File: src/rtl/rob_commit_if.sv
// ROB head / retire-side bundle: ROB dequeue, ARAT write, freelist release,
// and retirement trace. The master modport is the commit stage.
interface rob_commit_if #(
    parameter int INSTRET_W = 64,
    parameter int PC_W      = 32,
    parameter int LREG_W    = 5,
    parameter int PREG_W    = 6
);
    logic                 head_valid;
    logic [PC_W-1:0]      head_pc;
    logic [31:0]          head_instr;
    logic [LREG_W-1:0]    head_lrd;
    logic [PREG_W-1:0]    head_prd;
    logic [PREG_W-1:0]    head_old_prd;
    logic                 head_pop;
    logic                 flush;
    logic                 arat_wr_en;
    logic [LREG_W-1:0]    arat_wr_lrd;
    logic [PREG_W-1:0]    arat_wr_prd;
    logic                 free_valid;
    logic [PREG_W-1:0]    free_preg;
    logic                 free_ready;
    logic                 commit_valid;
    logic [PC_W-1:0]      commit_pc;
    logic [31:0]          commit_instr;
    logic [INSTRET_W-1:0] instret;

    modport master (
        input  head_valid, head_pc, head_instr, head_lrd, head_prd,
               head_old_prd, flush, free_ready,
        output head_pop, arat_wr_en, arat_wr_lrd, arat_wr_prd,
               free_valid, free_preg, commit_valid, commit_pc,
               commit_instr, instret
    );

    modport slave (
        output head_valid, head_pc, head_instr, head_lrd, head_prd,
               head_old_prd, flush, free_ready,
        input  head_pop, arat_wr_en, arat_wr_lrd, arat_wr_prd,
               free_valid, free_preg, commit_valid, commit_pc,
               commit_instr, instret
    );
endinterface

File: src/rtl/rob_commit.sv
// Commit stage: retires the ROB head into a one-entry buffer, updates the
// ARAT, releases the superseded physical register and counts instret.
module rob_commit #(
    parameter int INSTRET_W = 64,
    parameter int PC_W      = 32,
    parameter int LREG_W    = 5,
    parameter int PREG_W    = 6
) (
    input logic          clock,
    input logic          reset,
    rob_commit_if.master bus
);
    typedef enum logic [1:0] {
        S_IDLE     = 2'd0,
        S_COMMIT   = 2'd1,
        S_WAITFREE = 2'd2
    } state_e;

    state_e               state_q, state_d;
    logic [PC_W-1:0]      pc_q, pc_d;
    logic [31:0]          instr_q, instr_d;
    logic [LREG_W-1:0]    lrd_q, lrd_d;
    logic [PREG_W-1:0]    prd_q, prd_d;
    logic [PREG_W-1:0]    old_prd_q, old_prd_d;
    logic                 need_q, need_d;
    logic [INSTRET_W-1:0] instret_q, instret_d;

    logic rel;
    logic pop;

    always_ff @(posedge clock or posedge reset) begin
        if (reset) begin
            state_q   <= S_IDLE;
            pc_q      <= '0;
            instr_q   <= '0;
            lrd_q     <= '0;
            prd_q     <= '0;
            old_prd_q <= '0;
            need_q    <= 1'b0;
            instret_q <= '0;
        end else begin
            state_q   <= state_d;
            pc_q      <= pc_d;
            instr_q   <= instr_d;
            lrd_q     <= lrd_d;
            prd_q     <= prd_d;
            old_prd_q <= old_prd_d;
            need_q    <= need_d;
            instret_q <= instret_d;
        end
    end

    // A pending free must handshake before the buffer may be overwritten.
    always_comb begin
        rel       = (state_q == S_IDLE) | ~need_q | bus.free_ready;
        pop       = ~reset & bus.head_valid & ~bus.flush & rel;
        state_d   = state_q;
        pc_d      = pc_q;
        instr_d   = instr_q;
        lrd_d     = lrd_q;
        prd_d     = prd_q;
        old_prd_d = old_prd_q;
        need_d    = need_q;
        instret_d = instret_q + INSTRET_W'(pop);
        if (pop) begin
            state_d   = S_COMMIT;
            pc_d      = bus.head_pc;
            instr_d   = bus.head_instr;
            lrd_d     = bus.head_lrd;
            prd_d     = bus.head_prd;
            old_prd_d = bus.head_old_prd;
            need_d    = (bus.head_lrd != '0);
        end else begin
            unique case (state_q)
                S_IDLE:     state_d = S_IDLE;
                S_COMMIT,
                S_WAITFREE: state_d = rel ? S_IDLE : S_WAITFREE;
                default:    state_d = S_IDLE;
            endcase
        end
    end

    always_comb begin
        bus.head_pop     = pop;
        bus.commit_valid = (state_q == S_COMMIT);
        bus.arat_wr_en   = (state_q == S_COMMIT) & need_q;
        bus.arat_wr_lrd  = lrd_q;
        bus.arat_wr_prd  = prd_q;
        bus.free_valid   = (state_q != S_IDLE) & need_q;
        bus.free_preg    = old_prd_q;
        bus.commit_pc    = pc_q;
        bus.commit_instr = instr_q;
        bus.instret      = instret_q;
    end
endmodule

File: src/flat_wrapper.sv
// flat-port wrapper written by rule: the top's interface ports become plain ports
module rob_commit_flat 
#(
    parameter int INSTRET_W = 64,
    parameter int PC_W      = 32,
    parameter int LREG_W    = 5,
    parameter int PREG_W    = 6
)
  (clock, reset, bus_head_valid, bus_head_pc, bus_head_instr, bus_head_lrd, bus_head_prd, bus_head_old_prd, bus_flush, bus_free_ready, bus_head_pop, bus_arat_wr_en, bus_arat_wr_lrd, bus_arat_wr_prd, bus_free_valid, bus_free_preg, bus_commit_valid, bus_commit_pc, bus_commit_instr, bus_instret);
  rob_commit_if #(.INSTRET_W(INSTRET_W), .PC_W(PC_W), .LREG_W(LREG_W), .PREG_W(PREG_W)) bus_i ();
  input logic clock;
  input logic reset;
  input wire logic [$bits(bus_i.head_valid)-1:0] bus_head_valid;
  input wire logic [$bits(bus_i.head_pc)-1:0] bus_head_pc;
  input wire logic [$bits(bus_i.head_instr)-1:0] bus_head_instr;
  input wire logic [$bits(bus_i.head_lrd)-1:0] bus_head_lrd;
  input wire logic [$bits(bus_i.head_prd)-1:0] bus_head_prd;
  input wire logic [$bits(bus_i.head_old_prd)-1:0] bus_head_old_prd;
  input wire logic [$bits(bus_i.flush)-1:0] bus_flush;
  input wire logic [$bits(bus_i.free_ready)-1:0] bus_free_ready;
  output wire logic [$bits(bus_i.head_pop)-1:0] bus_head_pop;
  output wire logic [$bits(bus_i.arat_wr_en)-1:0] bus_arat_wr_en;
  output wire logic [$bits(bus_i.arat_wr_lrd)-1:0] bus_arat_wr_lrd;
  output wire logic [$bits(bus_i.arat_wr_prd)-1:0] bus_arat_wr_prd;
  output wire logic [$bits(bus_i.free_valid)-1:0] bus_free_valid;
  output wire logic [$bits(bus_i.free_preg)-1:0] bus_free_preg;
  output wire logic [$bits(bus_i.commit_valid)-1:0] bus_commit_valid;
  output wire logic [$bits(bus_i.commit_pc)-1:0] bus_commit_pc;
  output wire logic [$bits(bus_i.commit_instr)-1:0] bus_commit_instr;
  output wire logic [$bits(bus_i.instret)-1:0] bus_instret;
  assign bus_i.head_valid = bus_head_valid;
  assign bus_i.head_pc = bus_head_pc;
  assign bus_i.head_instr = bus_head_instr;
  assign bus_i.head_lrd = bus_head_lrd;
  assign bus_i.head_prd = bus_head_prd;
  assign bus_i.head_old_prd = bus_head_old_prd;
  assign bus_i.flush = bus_flush;
  assign bus_i.free_ready = bus_free_ready;
  assign bus_head_pop = bus_i.head_pop;
  assign bus_arat_wr_en = bus_i.arat_wr_en;
  assign bus_arat_wr_lrd = bus_i.arat_wr_lrd;
  assign bus_arat_wr_prd = bus_i.arat_wr_prd;
  assign bus_free_valid = bus_i.free_valid;
  assign bus_free_preg = bus_i.free_preg;
  assign bus_commit_valid = bus_i.commit_valid;
  assign bus_commit_pc = bus_i.commit_pc;
  assign bus_commit_instr = bus_i.commit_instr;
  assign bus_instret = bus_i.instret;
  rob_commit #(.INSTRET_W(INSTRET_W), .PC_W(PC_W), .LREG_W(LREG_W), .PREG_W(PREG_W)) u_core (.clock(clock), .reset(reset), .bus(bus_i));
endmodule
File: config.mk
export PLATFORM = sky130hd
export DESIGN_NAME = rob_commit_flat
export DESIGN_NICKNAME = d
export VERILOG_FILES = /design/src/rtl/rob_commit_if.sv /design/src/rtl/rob_commit.sv /design/src/flat_wrapper.sv
export SDC_FILE = /design/constraint.sdc
export NUM_CORES = 1
export LEC_CHECK = 0
export BUFFER_PORTS_ARGS = -buffer_cell sky130_fd_sc_hd__buf_2
export CAP_MARGIN = 30
export CELL_PAD_IN_SITES_DETAIL_PLACEMENT = 1
export CELL_PAD_IN_SITES_GLOBAL_PLACEMENT = 1
export CORE_AREA = 2 2 128 130
export CTS_CLUSTER_SIZE = 30
export DETAILED_ROUTE_END_ITERATION = 6
export DIE_AREA = 0 0 130 132
export GPL_TIMING_DRIVEN = 0
export PLACE_DENSITY_LB_ADDON = 0.15
export SYNTH_ARGS = -nofsm -noshare
export SYNTH_HDL_FRONTEND = slang
export SYNTH_SLANG_ARGS = --single-unit
File: constraint.sdc
create_clock -name clock -period 10.3 [get_ports clock]
set_input_delay 0.515 -clock clock [delete_from_list [all_inputs] [get_ports clock]]
set_output_delay 0.515 -clock clock [all_outputs]
set_load 0.01 [all_outputs]
# After elaboration in Yosys (flattened, before gate mapping)
# Index checks and enable logic that the tools add are counted.
[classes]
mul = 0
addsub = 1
div = 0
bitwise_logic = 10
n_reduce_logical = 4
order_cmp = 0
eq_ne = 2
n_mux = 3
shifts = 0
[ops]
columns = ["op", "n"]
rows = [
  ["adder 64 x 1 -> 64 bit", 1],
  ["2-to-1 mux 2 bit", 3],
  ["AND 1 bit", 5],
  ["nonzero test 5 bit", 1],
  ["NOT 1 bit", 3],
  ["== test 2 x 1 -> 1 bit (second input constant)", 1],
  ["== test 2 bit (second input constant)", 1],
  ["logical NOT 2 bit", 1],
  ["OR 1 bit", 2],
  ["nonzero test 2 bit", 1],
  ["OR reduction 2 bit", 1],
]
[word_totals]
inputBits = 86
rom_bits = 0
wordCells = 28
register_bits = 148
out_inout_bits = 149
ram_bits = 0
latchBits = 0
memories = 0

# Logic depth before layout (Yosys ltp)
[depth]
ltp_word = 6
depth_mapped = 14
depth_no_buf = 12

# Worst setup path before layout
# OpenSTA, ideal clock, no wires.
[synth_path]
path_kind = "in2reg"
start = "input port reset"
end = "register u_core.instret_q[40], in the netlist u_core.bus.instret[40]"
path_slack_ns = 7.091
t_required_ns = 10.221
arrival_ns = 3.130
stages = 12
path_buffers = 2
setup_time_ns = 0.079
cell_sequence = "nor3b_1 > o21ai_0 > inv_2 > clkbuf_1 > ha_1 > ha_1 > nand3_1 > nor3_2 > nand3_1 > buf_2 > nor3_1 > xor2_1"
[synth_between]
elab_chain_cells = 5
[synth_rtl]
columns = ["item", "line_no", "rtl"]
rows = [
  ["start, declared", "flat_wrapper.sv:12", "input logic reset;"],
  ["NOT 1 bit", "rob_commit.sv:56", "pop = ~reset & bus.head_valid & ~bus.flush & rel;"],
  ["AND 1 bit (3 in a row)", "rob_commit.sv:56", ""],
  ["named net bus_head_pop", "flat_wrapper.sv:21", "output wire logic [$bits(bus_i.head_pop)-1:0] bus_head_pop;"],
  ["adder 64 x 1 -> 64 bit", "rob_commit.sv:64", "instret_d = instret_q + INSTRET_W'(pop);"],
  ["named net u_core.instret_d[40]", "rob_commit.sv:26", "logic [INSTRET_W-1:0] instret_q, instret_d;"],
  ["end signal, assigned", "rob_commit.sv:49", "instret_q <= instret_d;"],
  ["end, declared", "rob_commit.sv:26", ""],
]
# The timed path passes the listed nets, and every way through them passes these cells.
# A chain may end at the register's enable or synchronous reset.

# Worst setup path after layout
[layout_path]
start = "register u_core.state_q[1]"
end = "register u_core.instret_q[42], in the netlist u_core.bus.instret[42]"
[layout_between]
elab_chain_cells = 5
[layout_rtl]
columns = ["item", "line_no", "rtl"]
rows = [
  ["start, declared", "rob_commit.sv:19", "state_e state_q, state_d;"],
  ["start signal, assigned", "rob_commit.sv:42", "state_q <= state_d;"],
  ["logical NOT 2 bit", "rob_commit.sv:55", "rel = (state_q == S_IDLE) | ~need_q | bus.free_ready;"],
  ["OR 1 bit (2 in a row)", "rob_commit.sv:55", ""],
  ["AND 1 bit", "rob_commit.sv:56", ""],
  ["adder 64 x 1 -> 64 bit", "rob_commit.sv:64", ""],
  ["named net u_core.instret_d[42]", "rob_commit.sv:26", ""],
]
# The timed path passes the listed nets, and every way through them passes these cells.

==> results.sh <==
export IMPL_cts_sinks=148
export IMPL_max_stage_delay_ps=550
export IMPL_crit_buf_inv=4
export IMPL_cp_top_family="simple AND/OR/NAND/NOR gates"
export IMPL_wl_per_cell_um=16.03
export IMPL_ant_nets=0
export IMPL_start_util_pct=38.57
export IMPL_drive_above_1_share_pct=31.18
export IMPL_fin_ws_ps=6322
export IMPL_grt_remaining_overflow=0
export IMPL_post_cts_resized=0
export IMPL_path_clk_slew_ps=60
export IMPL_tightest_slew_ps=673.2
export IMPL_hold_viol_final=0
export IMPL_die_h_um=132
export IMPL_synth_top_family_by_area="simple AND/OR/NAND/NOR gates"
export IMPL_postSynthAreaPerCell_um2=9.805
export IMPL_synthAdderAreaFrac_pct=0.8259
export IMPL_ir_drop_v=0.00008879
export IMPL_ctsHoldBuffers=0
export IMPL_num_rows=46
export IMPL_drt_iter0_markers=196
export IMPL_routed_wl_mm=17.63
export IMPL_power_density_mw_per_mm2=177.8
export IMPL_hp_class="in -> async"
export IMPL_crit_type="reg -> reg"
export IMPL_finalSetupViolations=0
export IMPL_tritoncts="done"
export IMPL_core_area_mm2=0.01571
export IMPL_dpl_hpwl_mm=13.40
export IMPL_fin_worst_skew_ps=8.636
export IMPL_antenna_found_initial=2
export IMPL_synth_cell_area_mm2=0.006060
export IMPL_cap_violations=0
export IMPL_clk_latency_ps=410
export IMPL_final_cell_mix="nand2_1, buf_2, dfrtp_1, xnor2_1, xor2_1"
export IMPL_io_pins=235
export IMPL_maxSlewViolCount=0
export IMPL_grt_first_pass_wirelength_mm=29.18
export IMPL_grtUsageMet3_pct=6.453
export IMPL_die_area_mm2=0.01716
export IMPL_end_kind="flop"
export IMPL_outcome="completed"
export IMPL_synth_top_area_share_pct=61.12
export IMPL_stdcell_area_mm2=0.008058
export IMPL_tns_ps=0
export IMPL_final_core_util_pct=51.28
export IMPL_viasPerCell=4.760
export IMPL_ys_types=29
export IMPL_finalCriticalPeriod_ps=3978
export IMPL_critPathMostFrequentCell="ha_1"
export IMPL_htreeDepth=4
export IMPL_grt_usage_pct=21.65
export IMPL_cts_post_setup_buffers_inserted=0
export IMPL_synth_cells=618
export IMPL_relSlewSlack_pct=54.87
export IMPL_p_leak_uw=0.004519
export IMPL_first_pass_iters=4
export IMPL_layout_commonest_cell="nand2_1"
export IMPL_clockBufferDepth=2
export IMPL_globalRouteMet1Util_pct=26.24
export IMPL_cp_start_kind="flop"
export IMPL_ys_ff_latch=148
export IMPL_syn_nets=708
export IMPL_synth_top_area_cell="dfrtp_1"
export IMPL_synthSimpleGateAreaFrac_pct=26.37
export IMPL_final_nets=962
export IMPL_critPathMaxFanout=12
export IMPL_required_ps=10630
export IMPL_syn2layout_area_growth_pct=32.98
export IMPL_post_route_drc_count=0
export IMPL_rsz0062_at_grt="no"
export IMPL_met2_usage_pct=36.24
export IMPL_synth_xor_xnor_area_share_pct=8.961
export IMPL_grt_busiest_layer="met2"
export IMPL_portBuffers=234
export IMPL_place_congestion=0.7949
export IMPL_cts_root_buffer="clkbuf_16"
export IMPL_crit_slowest_cell="nor3_2"
export IMPL_yosys_top_cells_area="dfrtp_1, nand2_1, xnor2_1"
export IMPL_grt_pass1_vias=5694
export IMPL_vias=5236
export IMPL_filler_cell_count=1918
export IMPL_yosysWarnings=0
export IMPL_grt_max_degree=94
export IMPL_place_ws_ps=5882
export IMPL_synth_compound_area_share_pct=0.2478
export IMPL_fmax_mhz=251.4
export IMPL_muxShareOfSynthArea_pct=0
export IMPL_place_area_mm2=0.007533
export IMPL_die_w_um=130
export IMPL_total_power_uw=1433
export IMPL_fin_crit_sh_pct=38.62
export IMPL_path_cells="inv_1 -> ha_1 -> nand2b_1 -> o21ai_0 -> inv_2 -> clkbuf_1 -> ha_1 -> ha_1 -> nand3_1 -> nor3_2 -> nand3_1 -> buf_2 -> nor3_1 -> xor2_1"
export IMPL_seq_area_frac_synth_pct=61.12
export IMPL_cp_arrival_ps=4310
export IMPL_cts_buffers=17
[cell usage after synthesis, drive strengths merged]
library cell and number:
nand2 263, dfrtp 148, xnor2 32, xor2 30, nand3 24, clkbuf 19, inv 17, nor3 16
nor2 14, nand4 12, and3 10, nor4 10, ha 4, and2 3, buf 3, nor3b 3
and4 2, or4 2, nand2b 1, nor4bb 1, o21ai 1, o32a 1, or2 1, or3 1
[worst paths after layout]
kind                                                from                        to  slack (ps)  depth (start not counted)
worst max-delay path                   u_core.state_q[1]    u_core.bus.instret[42]        6320                         14
worst min-delay path                               reset  u_core.bus.commit_pc[27]         160                          2
worst max register to register         u_core.state_q[1]    u_core.bus.instret[42]        6320                         14
worst min register to register  u_core.bus.commit_pc[23]  u_core.bus.commit_pc[23]         470                          2
max in group asynchronous                          reset    u_core.bus.instret[10]        9320                          3
min in group clock                        bus_free_ready         u_core.state_q[1]         280                          2
[sequential cells by signal (all words and copies together), names as in the netlist]
| signal | count |
|---|---|
| u_core.need_q | 1 |
| u_core.bus.arat_wr_prd | 6 |
| u_core.bus.commit_pc | 32 |
| u_core.bus.free_preg | 6 |
| u_core.bus.arat_wr_lrd | 5 |
| u_core.state_q | 2 |
| u_core.bus.commit_instr | 32 |
| u_core.bus.instret | 64 |
[routing by layer]
| layer | vias up | routed length (um) | share of wire (%) |
|---|---|---|---|
| li1 | 2464 | - | - |
| met3 | 26 | 1223 | 6.9 |
| met1 | 2575 | 7180 | 41 |
| met5 | - | 0 | 0 |
| met4 | 0 | 412 | 2.3 |
| met2 | 171 | 8813 | 50 |
[area by class of cell]
type                    instances  area [um^2]  share of cell area [%]
clock inverters                 5        27.53                  0.3416
flip-flops and latches        148         3704                   45.96
repair buffers                235         1199                   14.88
inverters                      17        68.82                  0.8540
well taps                     216        270.3                   3.354
clock buffers                  24        491.7                   6.102
plain buffers                  22        86.33                   1.071
diodes                          2        5.005                 0.06211
multi-input cells             431         2206                   27.38
[cell families (layout without fill, tap and decap cells)]
group	count (synthesis)	in the layout
AND/OR/NAND/NOR	363	363
flip-flops	148	148
XOR/XNOR	62	62
buffers and inverters	39	303
adder cells (fa/ha/maj)	4	4
AO/OA/AOI/OAI	2	2
other	0	2
[power by group]
| group | internal (uW) | total, uW | switching [uW] |
|---|---|---|---|
| logic | 80.1 | 201 | 121 |
| registers | 643 | 681 | 37.7 |
| clock network | 328 | 551 | 223 |
[stage by stage]
step	hold WS, ps	instances
floorplan	485.4	618
global placement	452.9	1068
detailed placement	457.2	1069
CTS	181.4	1098
global route	190.2	1100
finish	156.9	1100
Power figures use the tool's default switching activity.
